[config.mk]
export PLATFORM = sky130hd
export DESIGN_NAME = flash_ctrl
export DESIGN_NICKNAME = d
export VERILOG_FILES = /design/src/rtl/flash_ctrl.sv
export SDC_FILE = /design/constraint.sdc
export NUM_CORES = 2
export LEC_CHECK = 0
export ABC_AREA = 1
export CAP_MARGIN = 10
export CORE_ASPECT_RATIO = 0.8
export CORE_MARGIN = 2
export CORE_UTILIZATION = 54
export CTS_CLUSTER_DIAMETER = 30
export CTS_CLUSTER_SIZE = 8
export DETAILED_ROUTE_END_ITERATION = 8
export GPL_ROUTABILITY_DRIVEN = 0
export PLACE_DENSITY = 0.7
export RECOVER_POWER = 50
export REMOVE_ABC_BUFFERS = 1
export SLEW_MARGIN = 15
export SYNTH_ARGS = -nofsm -noshare
export SYNTH_HDL_FRONTEND = slang
export SYNTH_SLANG_ARGS = --single-unit
[constraint.sdc]
create_clock -name i_clk -period 3.56 [get_ports i_clk]
set_input_delay 0.712 -clock i_clk [delete_from_list [all_inputs] [get_ports i_clk]]
set_output_delay 0.712 -clock i_clk [all_outputs]
set_load 0.01 [all_outputs]
[src/rtl/flash_ctrl.sv]
// flash_ctrl: turns read / page-program / sector-erase requests into SPI flash op sequences
// for the byte engine, with a page buffer for program data and WIP status polling.
module flash_ctrl #(
    parameter int P_POLL_MAX  = 65535,
    parameter int P_BUF_DEPTH = 256
) (
    input  logic        i_clk,
    input  logic        i_rst_n,
    input  logic [1:0]  i_cmd_type,
    input  logic [23:0] i_cmd_addr,
    input  logic [8:0]  i_cmd_len,
    input  logic        i_cmd_valid,
    output logic        o_cmd_ready,
    input  logic [7:0]  i_wr_data,
    input  logic        i_wr_valid,
    output logic [7:0]  o_rd_data,
    output logic        o_rd_valid,
    output logic        o_done,
    output logic        o_err,
    output logic [31:0] o_spi_op_data,
    output logic        o_spi_op_len,
    output logic [1:0]  o_spi_op_type,
    output logic        o_spi_op_valid,
    input  logic        i_spi_ready,
    output logic [7:0]  o_spi_write_data,
    output logic [8:0]  o_spi_write_len,
    input  logic        i_spi_write_req,
    output logic [8:0]  o_spi_read_len,
    input  logic [7:0]  i_spi_read_data,
    input  logic        i_spi_read_valid
);
    localparam int CW = $clog2(P_POLL_MAX + 1);
    localparam int AW = $clog2(P_BUF_DEPTH);
    typedef enum logic [2:0] {IDLE, WREN, WREN_WAIT, MAIN, MAIN_WAIT, POLL, POLL_WAIT, DONE} state_t;
    state_t state_q, state_d;
    logic [1:0] type_q, type_d;
    logic [23:0] addr_q, addr_d;
    logic [8:0] len_q, len_d;
    logic [AW-1:0] wptr_q, wptr_d, rptr_q, rptr_d;
    logic [CW-1:0] cnt_q, cnt_d, cnt_inc;
    logic busy_q, busy_d, stat_q, stat_d, wip_q, wip_d, err_q, err_d;
    logic bad, wait_done, wip_now, in_main, in_poll, is_wait;
    logic [7:0] buf_q [P_BUF_DEPTH];
    logic        cmd_ready_d, rd_valid_d, done_d, err_o_d, op_len_d, op_valid_d;
    logic [7:0]  rd_data_d, write_data_d, instr;
    logic [31:0] op_data_d;
    logic [1:0]  op_type_d;
    logic [8:0]  write_len_d, read_len_d;

    always_ff @(posedge i_clk) begin
        if (state_q == IDLE && i_wr_valid) buf_q[wptr_q] <= i_wr_data;
    end

    always_ff @(posedge i_clk or negedge i_rst_n) begin
        if (!i_rst_n) begin
            state_q <= IDLE;
            type_q <= '0;
            addr_q <= '0;
            len_q <= '0;
            wptr_q <= '0;
            rptr_q <= '0;
            cnt_q <= '0;
            busy_q <= 1'b0;
            stat_q <= 1'b0;
            wip_q <= 1'b0;
            err_q <= 1'b0;
            o_cmd_ready <= 1'b1;
            o_rd_data <= '0;
            o_rd_valid <= 1'b0;
            o_done <= 1'b0;
            o_err <= 1'b0;
            o_spi_op_data <= '0;
            o_spi_op_len <= 1'b0;
            o_spi_op_type <= '0;
            o_spi_op_valid <= 1'b0;
            o_spi_write_data <= '0;
            o_spi_write_len <= '0;
            o_spi_read_len <= '0;
        end else begin
            state_q <= state_d;
            type_q <= type_d;
            addr_q <= addr_d;
            len_q <= len_d;
            wptr_q <= wptr_d;
            rptr_q <= rptr_d;
            cnt_q <= cnt_d;
            busy_q <= busy_d;
            stat_q <= stat_d;
            wip_q <= wip_d;
            err_q <= err_d;
            o_cmd_ready <= cmd_ready_d;
            o_rd_data <= rd_data_d;
            o_rd_valid <= rd_valid_d;
            o_done <= done_d;
            o_err <= err_o_d;
            o_spi_op_data <= op_data_d;
            o_spi_op_len <= op_len_d;
            o_spi_op_type <= op_type_d;
            o_spi_op_valid <= op_valid_d;
            o_spi_write_data <= write_data_d;
            o_spi_write_len <= write_len_d;
            o_spi_read_len <= read_len_d;
        end
    end

    assign bad = (i_cmd_type == 2'd3) || (i_cmd_type != 2'd2 && i_cmd_len == 9'd0);
    assign wait_done = busy_q && i_spi_ready;
    // A missing status byte is treated as still busy.
    assign wip_now = stat_q ? wip_q : i_spi_read_valid ? i_spi_read_data[0] : 1'b1;
    assign cnt_inc = (cnt_q == CW'(P_POLL_MAX)) ? cnt_q : cnt_q + 1'b1;
    assign is_wait = state_q inside {WREN_WAIT, MAIN_WAIT, POLL_WAIT};

    always_comb begin
        state_d = state_q;
        type_d = type_q;
        addr_d = addr_q;
        len_d = len_q;
        wptr_d = wptr_q;
        rptr_d = rptr_q;
        cnt_d = cnt_q;
        stat_d = stat_q;
        wip_d = wip_q;
        err_d = err_q;
        case (state_q)
            IDLE: begin
                if (i_wr_valid) wptr_d = wptr_q + 1'b1;
                if (i_cmd_valid) begin
                    type_d = i_cmd_type;
                    addr_d = i_cmd_addr;
                    len_d = i_cmd_len;
                    wptr_d = '0;
                    cnt_d = '0;
                    err_d = bad;
                    state_d = bad ? DONE : (i_cmd_type == 2'd0) ? MAIN : WREN;
                end
            end
            WREN: state_d = i_spi_ready ? WREN_WAIT : WREN;
            WREN_WAIT: begin
                rptr_d = '0;
                state_d = wait_done ? MAIN : WREN_WAIT;
            end
            MAIN: state_d = i_spi_ready ? MAIN_WAIT : MAIN;
            MAIN_WAIT: begin
                if (i_spi_write_req) rptr_d = rptr_q + 1'b1;
                if (wait_done) begin
                    state_d = (type_q == 2'd0) ? DONE : POLL;
                    cnt_d = (type_q == 2'd0) ? cnt_q : cnt_inc;
                end
            end
            POLL: begin
                stat_d = 1'b0;
                state_d = i_spi_ready ? POLL_WAIT : POLL;
            end
            POLL_WAIT: begin
                if (i_spi_read_valid && !stat_q) begin
                    stat_d = 1'b1;
                    wip_d = i_spi_read_data[0];
                end
                if (wait_done) begin
                    state_d = (wip_now && cnt_q < CW'(P_POLL_MAX)) ? POLL : DONE;
                    err_d = wip_now;
                    cnt_d = cnt_inc;
                end
            end
            default: state_d = IDLE;
        endcase
        busy_d = (state_d != state_q) ? 1'b0 : busy_q | (is_wait && !i_spi_ready);
    end

    // Outputs are registered from the next state so an op is presented the cycle after its state is chosen.
    always_comb begin
        in_main = state_d inside {MAIN, MAIN_WAIT};
        in_poll = state_d inside {POLL, POLL_WAIT};
        instr = (type_d == 2'd0) ? 8'h03 : (type_d == 2'd1) ? 8'h02 : 8'h20;
        cmd_ready_d = state_d == IDLE;
        op_valid_d = state_d inside {WREN, MAIN, POLL};
        op_data_d = (state_d == WREN) ? {8'h06, 24'h0} :
                    (state_d == POLL) ? {8'h05, 24'h0} :
                    (state_d == MAIN) ? {instr, addr_d} : '0;
        op_len_d = state_d == MAIN;
        op_type_d = (state_d == POLL || (state_d == MAIN && type_d == 2'd0)) ? 2'd1 :
                    (state_d == MAIN && type_d == 2'd1) ? 2'd2 : 2'd0;
        read_len_d = in_poll ? 9'd1 : (in_main && type_d == 2'd0) ? len_d : '0;
        write_len_d = (in_main && type_d == 2'd1) ? len_d : '0;
        write_data_d = (in_main && type_d == 2'd1) ? buf_q[rptr_d] : '0;
        rd_valid_d = state_q == MAIN_WAIT && type_q == 2'd0 && i_spi_read_valid;
        rd_data_d = rd_valid_d ? i_spi_read_data : o_rd_data;
        done_d = state_q == DONE;
        err_o_d = state_q == DONE && err_q;
    end
endmodule

==> flow_summary.yaml <==
sta:
  slew_headroom_pct: -155
  final.period_utilization_pct: 99.6
  skew_ps: 50.2
  slew_violations: 810
  fin_crit_ps: 3550
  setup_viol: 0
  fmax_ghz: 0.282
  tns_ps: 0
  tightest_slew_ps: 3830
  setup_ws_ps: 13.9
  hold_viol_final: 0
cts:
  root_buffer: "clkbuf_16"
  clkLatencyLatePin_ps: 940
  htreeDepth: 5
  cts_buffers: 407
  clock_path_buffers: 4
  cts_tree: "yes"
  clock_sinks: 2192
  clk_pin_slew_ps: 50
floorplan:
  die_w_um: 472
  die_y_um: 378
  initial_utilization_pct: 54.3
  die_area_sq_um: 178000
  io_pins: 132
  core_region_area_sq_um: 174000
  num_rows: 137
run:
  cap_viol_max_count: 13
placement:
  dp_cells: 11000
  dp_hpwl_um: 168000
  pre_cts_ws_ps: -614
  portBuffers: 127
  place_area_sq_um: 103000
synthesis:
  synth_edf_count: 2048
  async_flop_share_pct: 6.57
  synth_compound_area_share_pct: 0.844
  synthXorXnorAreaFrac_pct: 0.0186
  synth_ff_type: "edfxtp_1"
  synth.most_common_cell: "nand3_1"
  synth_top_family_by_area: "simple AND/OR/NAND/NOR gates"
  ys_types: 42
  yosys.area_share.simple_pct: 24.4
  synthTopCellsByArea: "edfxtp_1, nand3_1, nand2_1, nand3b_1, dfrtp_1"
  yosysTopAreaCellShare_pct: 65.1
  synth.avg_cell_area_sq_um: 11.2
  synth_seq_cells: 2192
  synth.area.mux_share_pct: 0
  synth_cells: 8447
  ys_warn_count: 0
  synthAdderAreaFrac_pct: 0.0795
  synth_top_area_cell: "edfxtp_1"
  netlist_area_sq_um: 94400
  ys_seq_area_share_pct: 68.9
  synthTopCellsByCount: "nand3_1, edfxtp_1, nand2_1"
power_and_ir_drop:
  power_density_nw_per_um2: 934
  switching_share_pct: 37.4
  switchingPower_uw: 40400
  clkPwrFrac_pct: 33.4
  power.internal_uw: 67600
  power.leakage_uw: 0.0448
  peakVddDrop_mv: 0.777
  pwr-share-seq_pct: 26.9
  pwr-share-comb_pct: 39.7
worst_setup_path:
  timing.rr.start: "rptr_q[0]"
  r2r_end: "o_spi_write_data[0]"
  cp-start-kind: "flop"
  worst-setup-path-type: "reg2reg"
  endpoint_kind: "flop"
  reg2regPathDepth: 20
  worstPathArrival_ps: 4370
  crit_fanout: 7
  required_ps: 4380
  reg2reg_setup_slack_ps: 10
routing:
  dr.pass1.iters: 7
  drc: 0
  wire_per_inst_um: 23.8
  drtIter0Drc: 10500
  vias_per_cell: 6.01
  drt_wl_total_um: 279000
  vias: 70400
  ant_nets: 0
global_routing:
  grt_pass1_vias: 68900
  antenna_found_initial: 2
  overflow: 0
  grt_max_degree: 99
  track_usage_pct: 30.8
  grt_pass1_wl_um: 418000
hold_path:
  hp-class: "in2reg"
  min_path_cells: 3
  hold_start: "i_spi_read_data[4]"
  min_to: "o_rd_data[4]"
layout:
  final_cells: 11700
  areaGrowthSynthToFinish_pct: 22.4
  layout-drive-gt1-share_pct: 14.6
  stdcell_area_sq_um: 116000
  fin_nets: 9203
run_status:
  status: "complete, but fails checks"
  violations: "max-capacitance violations, max-slew violations"
[cells by family (layout without fill, tap and decap cells)]
kind of cell    after synthesis  in the layout
flops                      2192           2192
simple gates               4857           4858
fa+ha+maj                     6              6
buf+inv                    1259           2232
xor+xnor                      2              2
other cells                   1              7
compound gates              130            130
[worst max-delay path, cell delays in order, from the launching register on]
cell     delay [ps]
dfrtp_1         490
ha_1            380
nor2_1           60
nor2_1          100
nand2_1         130
nand2_4         150
nand2_8         200
buf_12          220
buf_4           150
buf_4           140
nand3_1         170
nand3_1         100
nand3_1         150
nand3_1         150
nand3_1         150
nand3_1         110
buf_4           200
nand2_1          80
nand2_1          70
nand2_2         130
nor2_1           60
[registers in the layout (all words and copies together), names as in the netlist, 2 cells and up]
| name | count |
|---|---|
| cnt_q | 16 |
| len_q | 9 |
| o_rd_data | 8 |
| state_q | 3 |
| wptr_q | 8 |
| buf_q | 2048 |
| o_spi_read_len | 9 |
| addr_q | 24 |
| o_spi_write_len | 9 |
| rptr_q | 8 |
| o_spi_write_data | 8 |
| type_q | 2 |
| o_spi_op_type | 2 |
| o_spi_op_data | 28 |
[placed cells by master, fill, tap and decap left out, types with 45 or more instances in the layout]
master and instances:
a21oi_1 45, buf_12 103, buf_4 607, clkbuf_1 97, clkbuf_16 418, clkdlybuf4s50_1 118
clkinv_1 54, clkinv_2 70, dfrtp_1 142, edfxtp_1 2048, inv_1 643, nand2_1 1685
nand3_1 2262, nand3b_1 497, nor2_1 342
[metal layers]
metal  share of wire [%]  track usage (%)  up-vias
met5              0.0097                0        -
met4                 4.2             12.9        4
met3                  13             7.52      746
met2                  45             46.6     4584
met1                  38             42.9    34000
li1                    -                -    31000
[area by class of cell]
cell class / count / area [sq um]
inverters: 655 / 2470
fillers: 12300 / 58400
repair buffers: 883 / 8190
well taps: 2293 / 2870
diodes: 3 / 7.51
clock buffers: 506 / 10900
flip-flops and latches: 2192 / 65100
multi-input cells: 5000 / 24200
clock inverters: 188 / 1920
[metrics by stage]
step / hold slack, ps / utilization (%) / total power [uW]
after floorplan: 416 / - / 41200
after global placement: 450 / 59.1 / 69500
after detailed placement: 454 / 59.1 / 70100
after CTS: 160 / 66.5 / 106000
after global routing: 300 / 66.4 / 112000
final: 316 / 66.5 / 108000
[power by group through the flow]
stage               Combinational [uW]  Sequential [uW]  Clock (uW)
finish                           42900            29000       36100
global route                     45700            29100       37600
CTS                              41200            29000       36300
detailed placement               40700            29400           0
global placement                 40000            29400           0
floorplan                        11700            29500           0
[worst max path at each step]
stage	start	end	slack (ps)	cells after the start
6_report	rptr_q[0]	o_spi_write_data[0]	10	20
5_1_grt	rptr_q[0]	o_spi_write_data[1]	-70	19
4_1_cts	state_q[1]	o_spi_write_data[6]	-20	19
3_5_place_dp	i_spi_write_req	o_spi_write_data[2]	-610	20
3_3_place_gp	i_spi_write_req	o_spi_write_data[2]	-630	20
2_1_floorplan	state_q[1]	o_spi_write_data[1]	-48830	15
[timing repair]
action                     4_1_cts  5_1_grt
cloned                           0        2
resized for setup                1       28
hold buffers                     1        0
setup endpoints to repair        2        8
pin swaps                        0        5
buffers inserted                 0        9
hold endpoints to repair        94        0
Power figures use the tool's default switching activity.
